**src/rtl/exe_mul_sequencer_pkg.sv**
```systemverilog
// ============================================================================
// Module      : exe_mul_sequencer_pkg
// Description : Shared types and constants for the sequential multiplier.
// Revision    : 1.0 - initial release
// ============================================================================
`default_nettype none

package exe_mul_sequencer_pkg;

   localparam int DEFAULT_WIDTH = 32;

   // Bit positions within the {N,Z,C,V} status nibble
   localparam int STAT_N = 3;
   localparam int STAT_Z = 2;
   localparam int STAT_C = 1;
   localparam int STAT_V = 0;

   typedef enum logic [1:0] {
      ST_IDLE = 2'd0,
      ST_BUSY = 2'd1,
      ST_DONE = 2'd2
   } state_t;

endpackage

`default_nettype wire

```
**src/rtl/exe_mul_sequencer_mul_step.sv**
```systemverilog
// ============================================================================
// Module      : mul_step
// Description : One shift-and-add iteration of the sequential multiplier.
// Revision    : 1.0 - initial release
// ============================================================================
`default_nettype none

module mul_step
   import exe_mul_sequencer_pkg::*;
#(
   parameter int WIDTH = DEFAULT_WIDTH
) (
   input  logic [WIDTH-1:0] acc,
   input  logic [WIDTH-1:0] mcand,
   input  logic [WIDTH-1:0] mplier,
   output logic [WIDTH-1:0] acc_next,
   output logic [WIDTH-1:0] mcand_next,
   output logic [WIDTH-1:0] mplier_next
);

   always_comb begin
      acc_next    = mplier[0] ? (acc + mcand) : acc;
      mcand_next  = {mcand[WIDTH-2:0], 1'b0};
      mplier_next = {1'b0, mplier[WIDTH-1:1]};
   end

endmodule

`default_nettype wire

```
**src/rtl/exe_mul_sequencer.sv**
```systemverilog
// ============================================================================
// Module      : exe_mul_sequencer
// Description : WIDTH-cycle shift-and-add multiplier with freeze/done handshake.
//               Define MUL_ACC_EN to preload the accumulator with Acc (MLA).
// Revision    : 1.0 - initial release
// ============================================================================
`default_nettype none

module exe_mul_sequencer
   import exe_mul_sequencer_pkg::*;
#(
   parameter int WIDTH = DEFAULT_WIDTH
) (
   input  logic             clk,
   input  logic             rst,
   input  logic             start,
   input  logic             flush,
   input  logic [WIDTH-1:0] Val_1,
   input  logic [WIDTH-1:0] Val_2,
   input  logic [WIDTH-1:0] Acc,
   input  logic             acc_en,
   input  logic             S,
   input  logic [3:0]       Dest,
   output logic             busy,
   output logic             done,
   output logic [WIDTH-1:0] Mul_Res,
   output logic [3:0]       Dest_out,
   output logic             S_out,
   output logic [3:0]       Status_Bits
);

   localparam int CNT_W = $clog2(WIDTH);
   localparam logic [CNT_W-1:0] CNT_LAST = CNT_W'(WIDTH - 1);

   state_t           state;
   state_t           state_next;
   logic [CNT_W-1:0] cnt;
   logic [WIDTH-1:0] acc;
   logic [WIDTH-1:0] mcand;
   logic [WIDTH-1:0] mplier;
   logic [3:0]       dest_r;
   logic             s_r;
   logic [WIDTH-1:0] acc_init;
   logic [WIDTH-1:0] acc_step;
   logic [WIDTH-1:0] mcand_step;
   logic [WIDTH-1:0] mplier_step;
   logic             accept;

`ifdef MUL_ACC_EN
   assign acc_init = acc_en ? Acc : '0;
`else
   logic unused_acc_inputs;
   assign unused_acc_inputs = ^{Acc, acc_en};
   assign acc_init          = '0;
`endif

   // Flush takes priority over a simultaneous start in IDLE
   assign accept = (state == ST_IDLE) && start && !flush;

   mul_step #(
      .WIDTH (WIDTH)
   ) u_mul_step (
      .acc         (acc),
      .mcand       (mcand),
      .mplier      (mplier),
      .acc_next    (acc_step),
      .mcand_next  (mcand_step),
      .mplier_next (mplier_step)
   );

   always_ff @(posedge clk or negedge rst) begin
      if (!rst) state <= ST_IDLE;
      else      state <= state_next;
   end

   always_comb begin
      state_next = state;
      case (state)
         ST_IDLE: if (accept) state_next = ST_BUSY;
         ST_BUSY: begin
            if (flush)                 state_next = ST_IDLE;
            else if (cnt == CNT_LAST)  state_next = ST_DONE;
         end
         ST_DONE: state_next = ST_IDLE;
         default: state_next = ST_IDLE;
      endcase
   end

   always_comb begin
      busy = (state == ST_BUSY);
      done = (state == ST_DONE);
   end

   always_ff @(posedge clk or negedge rst) begin
      if (!rst) begin
         cnt    <= '0;
         acc    <= '0;
         mcand  <= '0;
         mplier <= '0;
         dest_r <= '0;
         s_r    <= 1'b0;
      end else if (accept) begin
         cnt    <= '0;
         acc    <= acc_init;
         mcand  <= Val_1;
         mplier <= Val_2;
         dest_r <= Dest;
         s_r    <= S;
      end else if (state == ST_BUSY && !flush) begin
         cnt    <= cnt + 1'b1;
         acc    <= acc_step;
         mcand  <= mcand_step;
         mplier <= mplier_step;
      end
   end

   // The accumulator is the result; it only changes once a new start is taken
   always_comb begin
      Mul_Res             = acc;
      Dest_out            = dest_r;
      S_out               = s_r & done;
      Status_Bits         = '0;
      Status_Bits[STAT_N] = acc[WIDTH-1];
      Status_Bits[STAT_Z] = (acc == '0);
      Status_Bits[STAT_C] = 1'b0;
      Status_Bits[STAT_V] = 1'b0;
   end

endmodule

`default_nettype wire
```
**config.mk**
```make
export PLATFORM = sky130hd
export DESIGN_NAME = exe_mul_sequencer
export DESIGN_NICKNAME = d
export VERILOG_FILES = /design/src/rtl/exe_mul_sequencer_pkg.sv /design/src/rtl/exe_mul_sequencer_mul_step.sv /design/src/rtl/exe_mul_sequencer.sv
export SDC_FILE = /design/constraint.sdc
export NUM_CORES = 1
export LEC_CHECK = 0
export ABC_CLOCK_PERIOD_IN_PS = 3850
export CORE_UTILIZATION = 45
export CTS_BUF_LIST = sky130_fd_sc_hd__clkbuf_2
export DETAILED_ROUTE_END_ITERATION = 10
export DONT_BUFFER_PORTS = 1
export SLEW_MARGIN = 20
export SYNTH_ARGS = -nofsm -noshare
export SYNTH_HDL_FRONTEND = slang
export SYNTH_SLANG_ARGS = --single-unit
export TNS_END_PERCENT = 1
```
**constraint.sdc**
```tcl
create_clock -name clk -period 3.85 [get_ports clk]
set_input_delay 0.9625 -clock clk [delete_from_list [all_inputs] [get_ports clk]]
set_output_delay 0.9625 -clock clk [all_outputs]
set_load 0.01 [all_outputs]
```
==> flow_summary_export.csv, run 1 <==
group,metric,value,unit
placed_design,dpl_worst_slack,0.661,ns
route,vias_per_cell,5.79,
critical_path,crit_type,"flop to flop",
run_status,status,"finished, final reports clean",
critical_path,crit_slowest_cell,"dfrtp_1",
global_routing,grt_first_pass_wirelength,23.1,mm
die,coreArea,13200,um^2
layout,fillCellCount,1281,
placed_design,hpwl,9.63,mm
global_routing,top_usage_layer,"met2",
pwr,p_leak,3.13,nW
layout,nNetsFinal,785,
yosys,syn_area_per_cell,9.08,um^2
route,postRouteAntennaNets,0,
route,post_drt_wl_per_cell,16.8,um
critical_path,worst-path-buf-inv,0,
clock_network,post_cts_buffers,0,
critical_path,crit_arrival,3.80,ns
timing,fin_ws,0.579,ns
min_path,min_path_type,"input port to asynchronous set/reset pin",
clock_network,clk_pin_slew,0.32,ns
global_routing,grt.met2_usage,33.5,%
layout,drive_gt1_share,5.70,%
layout,fin_util,47.6,%
critical_path,r2r_slack,0.58,ns
critical_path,worstPathCellList,"ha_1, fa_1, a211oi_1, o21bai_1, a21o_1, a311o_1, a31oi_2, o211ai_1, a31oi_1, xor2_1, o21ai_0",
route,vias,4777,
yosys,synth-seq-cells,108,
yosys,seq_area_frac_synth,44.6,%
critical_path,required,4.38,ns
clock_network,ctsHoldBuffers,1,
clock_network,cts_buffer_depth,2,
timing,tightest_slew,0.770,ns
die,fp.dieW,118,um
critical_path,crit_start,"mcand[0]$_DFFE_PN0P_",
critical_path,crit_path_start_kind,"flop",
route,drt-total-wl,13.9,mm
die,die_area,13900,um^2
global_routing,track_usage,20.8,%
pwr,vdd_drop_max,0.340,mV
timing,period_needed,3.27,ns
die,start_util,46.0,%
critical_path,worst_r2r_startpoint,"mcand[0]$_DFFE_PN0P_",
critical_path,critPathMaxFanout,4,
placed_design,io_buffers,0,
timing,slew_violations,0,
yosys,netlist_area,6060,um^2
placed_design,gp_congestion,0.831,
critical_path,cp_top_family,"compound AO/OA/AOI/OAI gates",
yosys,ys_types,52,
yosys,yosysWarningCount,0,
timing,fmax,306,MHz
pwr,p_per_area,572,nW/um^2
route,dr.first_iter.drc_count,268,
clock_network,cts-root-buf,"clkbuf_2",
die,placementRows,42,
global_routing,grt_max_degree,109,
route,post-route-drc-count,0,
clock_network,cts_buffers,9,
timing,relSlewSlack,48.7,%
clock_network,clock_latency,0.65,ns
clock_network,ctsResizeCount,0,
timing,final-setup-viol-count,0,
timing,rsz0062_at_grt,"no",
timing,final-hold-violation-count,0,
critical_path,reg2reg_to,"Mul_Res[28]$_DFFE_PN0P_",
yosys,syn_inst,668,
global_routing,antenna_found_initial,0,
critical_path,cp_slowest_stage_delay,0.48,ns
clock_network,cts_tree,"yes",
job,drv_cap,0,
die,io-pin-count,149,
global_routing,grtUsageMet3,7.36,%
global_routing,use_met1,26.5,%
clock_network,cts.sinks,108,
layout,num_antenna_cells,0,
critical_path,endpoint_kind,"flop",
die,die_h,118,um
timing,finalSetupTns,0,ns
route,drt_first_pass_iters,5,
global_routing,grt_pass1_vias,4639,
global_routing,overflow,0,
timing,fin_crit_sh,85.0,%
critical_path,r2r_cells,11,
clock_network,cts.htree.levels,3,
critical_path,cp.depth,11,
layout,syn2layout_area_growth,3.61,%
timing,skew,0.0436,ns
metrics by stage:
step	std cells	hold WS [ns]	power (W)	instance area, um^2
floorplan	669	0.437	0.00278	6070
global placement	809	0.451	0.00304	6150
detailed placement	809	0.464	0.00308	6150
CTS	825	0.166	0.00363	6280
global route	825	0.153	0.00389	6280
finish	825	0.191	0.00360	6280
synthesized netlist by cell type, drive strengths merged:
| master | number | area share, % |
|---|---|---|
| clkbuf | 29 | 1.8 |
| o21a | 2 | 0.25 |
| a211oi | 3 | 0.37 |
| o21bai | 7 | 0.87 |
| nor2 | 21 | 1.3 |
| and4 | 1 | 0.14 |
| nand2 | 157 | 9.8 |
| xor2 | 16 | 2.3 |
| a31o | 2 | 0.29 |
| or3b | 1 | 0.14 |
| nor3b | 3 | 0.37 |
| a41oi | 1 | 0.14 |
| conb | 1 | 0.062 |
| nor4 | 8 | 0.83 |
| a21boi | 1 | 0.12 |
| o31ai | 1 | 0.12 |
| nor2b | 4 | 0.41 |
| inv | 5 | 0.31 |
| a22o | 2 | 0.29 |
| fa | 1 | 0.33 |
| ha | 33 | 6.8 |
| xnor2 | 14 | 2.0 |
| o311ai | 2 | 0.41 |
| a21oi | 30 | 2.5 |
| dfrtp | 108 | 45 |
| a221oi | 1 | 0.25 |
| and2 | 3 | 0.33 |
| a311o | 1 | 0.17 |
| mux2i | 2 | 0.33 |
| nand4 | 8 | 0.83 |
| a21o | 25 | 3.1 |
| a22oi | 62 | 7.7 |
| and2b | 1 | 0.12 |
| a31oi | 8 | 0.93 |
| buf | 14 | 1.7 |
| o21ai | 42 | 3.5 |
| o211ai | 3 | 0.45 |
| and3 | 6 | 0.62 |
| nor4b | 2 | 0.29 |
| nand3b | 1 | 0.12 |
| nand3 | 36 | 3.0 |
layout make-up:
class                   instances  area [um^2]  area share (%)
multi-input cells             513         3150            50.1
flip-flops and latches        108         2700            43.0
well taps                     176          220            3.51
repair buffers                  8         92.6            1.47
clock inverters                 6         55.1           0.876
clock buffers                   9         45.0           0.717
inverters                       5         18.8           0.299
routing by layer:
layer	wire length, um	up-vias
met3	962	11
met5	0	-
li1	-	2337
met1	6230	2313
met4	119	0
met2	6540	116
flip-flops by register name, indices dropped and copies added, names as in the netlist:
signal	flops
Mul_Res	32
mcand	32
mplier	32
cnt	5
Dest_out	4
state	2
s_r	1
worst max path at each step:
stage,end
floorplan,Mul_Res[28]$_DFFE_PN0P_
global placement,Mul_Res[28]$_DFFE_PN0P_
detailed placement,Mul_Res[28]$_DFFE_PN0P_
CTS,Mul_Res[28]$_DFFE_PN0P_
global route,Mul_Res[28]$_DFFE_PN0P_
finish,Mul_Res[28]$_DFFE_PN0P_
cells in the final DEF, fill, tap and decap left out, types with 7 or more instances in the layout:
cell      instances
ha_1             33
nand4_1           8
dfrtp_1         108
a21o_1           24
nor2_1           20
nand2_1         155
o21ai_0          41
o21bai_1          7
xnor2_1          14
a21oi_1          29
a31oi_1           7
clkbuf_2          9
nand3_1          36
nor4_1            8
a22oi_1          62
xor2_1           16
logic make-up (layout without fill, tap and decap cells):
kind of cell | Yosys count | count (layout) | share of synthesized area [%]
flip-flops | 108 | 108 | 44.6
adder cells (fa/ha/maj) | 34 | 34 | 7.14
buffers and inverters | 48 | 28 | 3.82
other | 1 | 2 | 0.0618
XOR/XNOR | 30 | 30 | 4.33
AO/OA/AOI/OAI | 193 | 193 | 21.5
multiplexers | 2 | 2 | 0.330
AND/OR/NAND/NOR | 252 | 252 | 18.3
where the power goes:
part,switching (W),total (W),internal [W],leakage [nW]
clock,0.000412,0.000510,0.0000981,0.0653
combinational,0.000784,0.00134,0.000560,1.68
sequential,0.000329,0.00174,0.00141,1.39
total,0.00152,0.00360,0.00207,3.13
Power figures use the tool's default switching activity.
==> run 2: changes to the inputs <==
--- a/config.mk
+++ b/config.mk
@@ -5,7 +5,7 @@
 export SDC_FILE = /design/constraint.sdc
 export NUM_CORES = 1
 export LEC_CHECK = 0
-export ABC_CLOCK_PERIOD_IN_PS = 3850
+export ABC_CLOCK_PERIOD_IN_PS = 3000
 export CORE_UTILIZATION = 45
 export CTS_BUF_LIST = sky130_fd_sc_hd__clkbuf_2
 export DETAILED_ROUTE_END_ITERATION = 10
==> constraint.sdc (replaced) <==
create_clock -name clk -period 3 [get_ports clk]
set_input_delay 0.75 -clock clk [delete_from_list [all_inputs] [get_ports clk]]
set_output_delay 0.75 -clock clk [all_outputs]
set_load 0.01 [all_outputs]
==> flow_summary_export.csv, run 2 (same netlist as run 1, synthesis figures left out) <==
group,metric,value,unit
layout,final_cell_mix,"155 x nand2_1, 108 x dfrtp_1, 62 x a22oi_1, 40 x o21ai_0, 36 x nand3_1",
timing,fin_crit_sh,97.5,%
layout,stdcell_area,6530,um^2
global_routing,grt.met2_usage,34.8,%
clock_network,clk_pin_slew,0.31,ns
route,post_drt_wl_per_cell,17.0,um
route,vias,4916,
timing,fin_ws,0.0749,ns
die,io-pin-count,149,
clock_network,cts.htree.levels,3,
timing,final-setup-viol-count,0,
clock_network,clock_latency,0.64,ns
critical_path,crit_slowest_cell,"dfrtp_1",
layout,nNetsFinal,809,
pwr,power_frac_seq,44.7,%
route,drt-total-wl,14.5,mm
die,placementRows,42,
route,vias_per_cell,5.78,
global_routing,grtUsageMet3,7.75,%
route,drt_first_pass_iters,4,
global_routing,track_usage,21.4,%
pwr,sw_frac_of_total,41.5,%
placed_design,io_buffers,0,
job,drv_cap,0,
pwr,pwr-share-comb,40.1,%
critical_path,endpoint_kind,"flop",
placed_design,hpwl,9.91,mm
clock_network,cts_buffers,9,
critical_path,required,3.57,ns
timing,fmax,342,MHz
min_path,min_path_type,"input port to flop",
pwr,clkPwrFrac,15.2,%
global_routing,grt_pass1_vias,4709,
critical_path,crit_arrival,3.49,ns
pwr,p_per_area,744,nW/um^2
placed_design,gp_congestion,0.857,
layout,num_antenna_cells,0,
placed_design,place_area,6330,um^2
timing,relSlewSlack,45.3,%
layout,drive_gt1_share,9.94,%
route,dr.first_iter.drc_count,266,
global_routing,overflow,0,
critical_path,worstPathCellList,"ha_1, fa_2, a211oi_2, o21bai_1, a21o_1, a311o_1, a31oi_4, nor2_1, a31oi_1, xor2_1, o21ai_0",
critical_path,crit_path_start_kind,"flop",
global_routing,top_usage_layer,"met2",
timing,period_needed,2.93,ns
timing,tightest_slew,0.820,ns
clock_network,post_cts_buffers,0,
clock_network,cts-root-buf,"clkbuf_2",
pwr,vdd_drop_max,0.357,mV
critical_path,critPathMaxFanout,4,
die,fp.dieW,118,um
timing,rsz0062_at_grt,"yes",
global_routing,antenna_found_initial,0,
die,die_h,118,um
route,post-route-drc-count,0,
pwr,p_total,0.00486,W
pwr,p_switching,0.00201,W
route,postRouteAntennaNets,0,
timing,final-hold-violation-count,0,
timing,slew_violations,0,
global_routing,grt_max_degree,109,
die,start_util,46.0,%
layout,final_common_cell,"nand2_1",
timing,skew,0.0482,ns
clock_network,cts_buffer_depth,2,
critical_path,crit_type,"flop to flop",
critical_path,cp_slowest_stage_delay,0.46,ns
layout,syn2layout_area_growth,7.70,%
pwr,p_leak,3.27,nW
clock_network,cts_tree,"yes",
die,coreArea,13200,um^2
global_routing,grt_first_pass_wirelength,23.7,mm
global_routing,use_met1,26.8,%
pwr,p_int,0.00284,W
clock_network,cts.sinks,108,
placed_design,dpl_worst_slack,0.00186,ns
run_status,status,"finished, final reports clean",
die,die_area,13900,um^2
## run 2: changes by cell type in the layout (fill, tap and decap cells not counted), sizes merged
cell,delta
inv,-1
bufinv,+1
clkinv,+1
buf,+23
dlygate4sd3,+1
## run 2: layout make-up
cell class / instances / area (um^2)
Sequential cell: 108 / 2700
Inverter: 5 / 18.8
Clock inverter: 7 / 80.1
Tap cell: 176 / 220
Multi-Input combinational cell: 513 / 3190
Clock buffer: 9 / 45.0
Timing Repair Buffer: 32 / 275
Fill cell: 1276 / 6660
## run 2: final timing paths
kind / startpoint / endpoint / slack [ns] / cells after the start
setup / recovery: Mul_Res[0]$_DFFE_PN0P_ / Mul_Res[30]$_DFFE_PN0P_ / 0.07 / 11
hold / removal: Dest[3] / Dest_out[3]$_DFFE_PN0P_ / 0.20 / 2
setup reg to reg: Mul_Res[0]$_DFFE_PN0P_ / Mul_Res[30]$_DFFE_PN0P_ / 0.07 / 11
hold reg to reg: s_r$_DFFE_PN0P_ / s_r$_DFFE_PN0P_ / 0.52 / 2
max in group asynchronous: rst / mcand[30]$_DFFE_PN0P_ / 1.87 / 2
min in group asynchronous: rst / Mul_Res[28]$_DFFE_PN0P_ / 0.67 / 2
## run 2: per-layer routing
metal | up-vias | share of wire, %
met3 | 10 | 6.8
met2 | 113 | 47
met5 | - | 0
met4 | 0 | 1.1
met1 | 2408 | 45
li1 | 2385 | -
## run 2: what timing repair did
item                                   CTS  global route
endpoints found under the hold margin  108             0
hold buffers                             2             0
setup endpoints to repair                4             9
gates resized for setup                  1             8
pin swaps                                0             6
## run 2: stage by stage
| stage | utilization (%) | hold WS (ns) | TNS [ns] | std cells |
|---|---|---|---|---|
| after CTS | 49.3 | 0.122 | 0 | 850 |
| final | 49.5 | 0.199 | 0 | 850 |
| after floorplan | - | 0.437 | 0 | 669 |
| after global placement | 48.0 | 0.451 | 0 | 832 |
| after detailed placement | 48.0 | 0.459 | 0 | 832 |
| after global routing | 49.5 | 0.0953 | -0.154 | 850 |
## run 2: critical path: cells and delay by family (launching register included)
family,cells,cell delay (ns)
xor gates and xnor gates,1,0.17
adders and majority gates,2,0.60
AOI/OAI and AO/OA,7,1.52
and+or+nand+nor,1,0.12
DFF,1,0.46
## run 2: power by group through the flow
| stage | clock (W) | combinational (W) | sequential, W |
|---|---|---|---|
| 6_report | 0.000737 | 0.00195 | 0.00217 |
| 5_1_grt | 0.000830 | 0.00219 | 0.00222 |
| 4_1_cts | 0.000776 | 0.00192 | 0.00217 |
| 3_5_place_dp | 0 | 0.00187 | 0.00220 |
| 3_3_place_gp | 0 | 0.00182 | 0.00219 |
| 2_1_floorplan | 0 | 0.00143 | 0.00214 |
==> run 3: changes to the inputs <==
--- a/config.mk
+++ b/config.mk
@@ -6,6 +6,7 @@
 export NUM_CORES = 1
 export LEC_CHECK = 0
 export ABC_CLOCK_PERIOD_IN_PS = 3000
+export CORE_MARGIN = 2
 export CORE_UTILIZATION = 45
 export CTS_BUF_LIST = sky130_fd_sc_hd__clkbuf_2
 export DETAILED_ROUTE_END_ITERATION = 10
==> flow_summary_export.csv, run 3 (same netlist as run 1, synthesis figures left out) <==
group,metric,value,unit
route,postRouteAntennaNets,0,
pwr,p_per_area,740,nW/um^2
critical_path,critPathMaxFanout,4,
clock_network,cts_buffers,9,
timing,slew_violations,0,
global_routing,grt_max_degree,109,
global_routing,grt_first_pass_wirelength,24.2,mm
timing,tightest_slew,0.621,ns
pwr,p_total,0.00489,W
timing,rsz0062_at_grt,"yes",
critical_path,endpoint_kind,"flop",
die,die_area,14400,um^2
timing,skew,0.0539,ns
timing,period_needed,2.85,ns
layout,final_cell_mix,"155 x nand2_1, 107 x dfrtp_1, 62 x a22oi_1, 39 x o21ai_0, 36 x nand3_1",
global_routing,overflow,0,
timing,finalSetupTns,0,ns
pwr,p_leak,3.31,nW
layout,fin_util,50.1,%
placed_design,place_area,6340,um^2
layout,final_common_cell,"nand2_1",
timing,final-hold-violation-count,0,
clock_network,cts-root-buf,"clkbuf_2",
die,die_h,120,um
global_routing,track_usage,21.0,%
die,io-pin-count,149,
clock_network,clk_pin_slew,0.34,ns
placed_design,gp_congestion,0.890,
clock_network,clock_latency,0.65,ns
critical_path,worstPathCellList,"ha_1, fa_2, a211oi_2, o21bai_1, a21o_1, a311o_1, a31oi_4, o211ai_1, a31oi_1, xor2_1, o21ai_0",
timing,fmax,351,MHz
die,fp.dieW,120,um
layout,drive_gt1_share,11.3,%
critical_path,crit_arrival,3.42,ns
clock_network,cts.htree.levels,3,
die,placementRows,42,
layout,num_antenna_cells,0,
placed_design,io_buffers,0,
global_routing,grtUsageMet3,7.56,%
job,drv_cap,0,
timing,whs,0.197,ns
die,start_util,46.0,%
placed_design,hpwl,10.0,mm
pwr,vdd_drop_max,0.389,mV
critical_path,cp_slowest_stage_delay,0.46,ns
critical_path,required,3.57,ns
clock_network,cts_buffer_depth,2,
critical_path,crit_slowest_cell,"dfrtp_1",
timing,final-setup-viol-count,0,
layout,nNetsFinal,814,
route,drt_first_pass_iters,4,
global_routing,use_met1,27.4,%
route,drt-total-wl,14.5,mm
critical_path,crit_path_start_kind,"flop",
route,dr.first_iter.drc_count,248,
route,post_drt_wl_per_cell,16.9,um
layout,syn2layout_area_growth,8.89,%
global_routing,top_usage_layer,"met2",
timing,fin_crit_sh,95.0,%
global_routing,antenna_found_initial,0,
min_path,min_path_type,"input port to flop",
clock_network,cts_tree,"yes",
run_status,status,"finished, final reports clean",
route,post-route-drc-count,0,
route,vias,4919,
clock_network,cts.sinks,108,
route,vias_per_cell,5.75,
global_routing,grt_pass1_vias,4931,
die,coreArea,13200,um^2
global_routing,grt.met2_usage,32.9,%
critical_path,crit_type,"flop to flop",
layout,stdcell_area,6600,um^2
timing,relSlewSlack,58.6,%
## run 3: cell types whose count changed in the layout (fill, tap and decap cells not counted), sizes merged
cell / delta
bufinv: -1
clkinv: -3
clkbuf: +1
buf: +5
inv: +3
## run 3: critical path: cells and delay by family (launching register included)
kind | cells | cell delay, ns
flip-flops | 1 | 0.46
adder cells (fa/ha/maj) | 2 | 0.59
AO/OA/AOI/OAI | 8 | 1.56
XOR/XNOR | 1 | 0.16
## run 3: metrics by stage
step / setup slack (ns) / instances
final: 0.150 / 855
after floorplan: 0.138 / 669
after detailed placement: 0.0136 / 834
after global placement: 0.0464 / 834
after global routing: -0.0298 / 855
after CTS: 0.0123 / 852
## run 3: cell type report
cell class	instances	area [um^2]
timing repair buffer	37	317
clock inverter	6	60.1
tap	176	220
sequential	108	2700
multi-input combinational	513	3230
inverter	5	18.8
clock buffer	10	50.0
fill	1269	6590
## run 3: report_power, final
group	switching, W	leakage (nW)	total [W]	internal (W)
Clock	0.000548	0.0733	0.000691	0.000144
Sequential	0.000357	1.39	0.00217	0.00182
Combinational	0.00115	1.85	0.00202	0.000872
Total	0.00206	3.31	0.00489	0.00283
## run 3: timing repair
action	CTS	global route
buffers inserted	0	3
hold buffers	2	0
gates cloned	0	0
gates resized for setup	2	16
endpoints found under the hold margin	108	0
pin swaps	0	7
endpoints found under the setup margin	4	9
## run 3: routing by layer
layer | vias to the layer above | share of wire (%)
li1 | 2406 | -
met1 | 2387 | 45
met2 | 112 | 46
met3 | 14 | 7.4
met4 | 0 | 1.3
met5 | - | 0
## run 3: worst paths after layout
path	slack, ns	cells past startpoint	start	endpoint
setup / recovery	0.15	11	Mul_Res[0]$_DFFE_PN0P_	Mul_Res[28]$_DFFE_PN0P_
hold / removal	0.20	1	Val_1[0]	mcand[0]$_DFFE_PN0P_
setup reg to reg	0.15	11	Mul_Res[0]$_DFFE_PN0P_	Mul_Res[28]$_DFFE_PN0P_
hold reg to reg	0.51	2	mplier[27]$_DFFE_PN0P_	mplier[26]$_DFFE_PN0P_
max in group asynchronous	1.87	2	rst	mcand[14]$_DFFE_PN0P_
min in group asynchronous	0.61	2	rst	mcand[17]$_DFFE_PN0P_
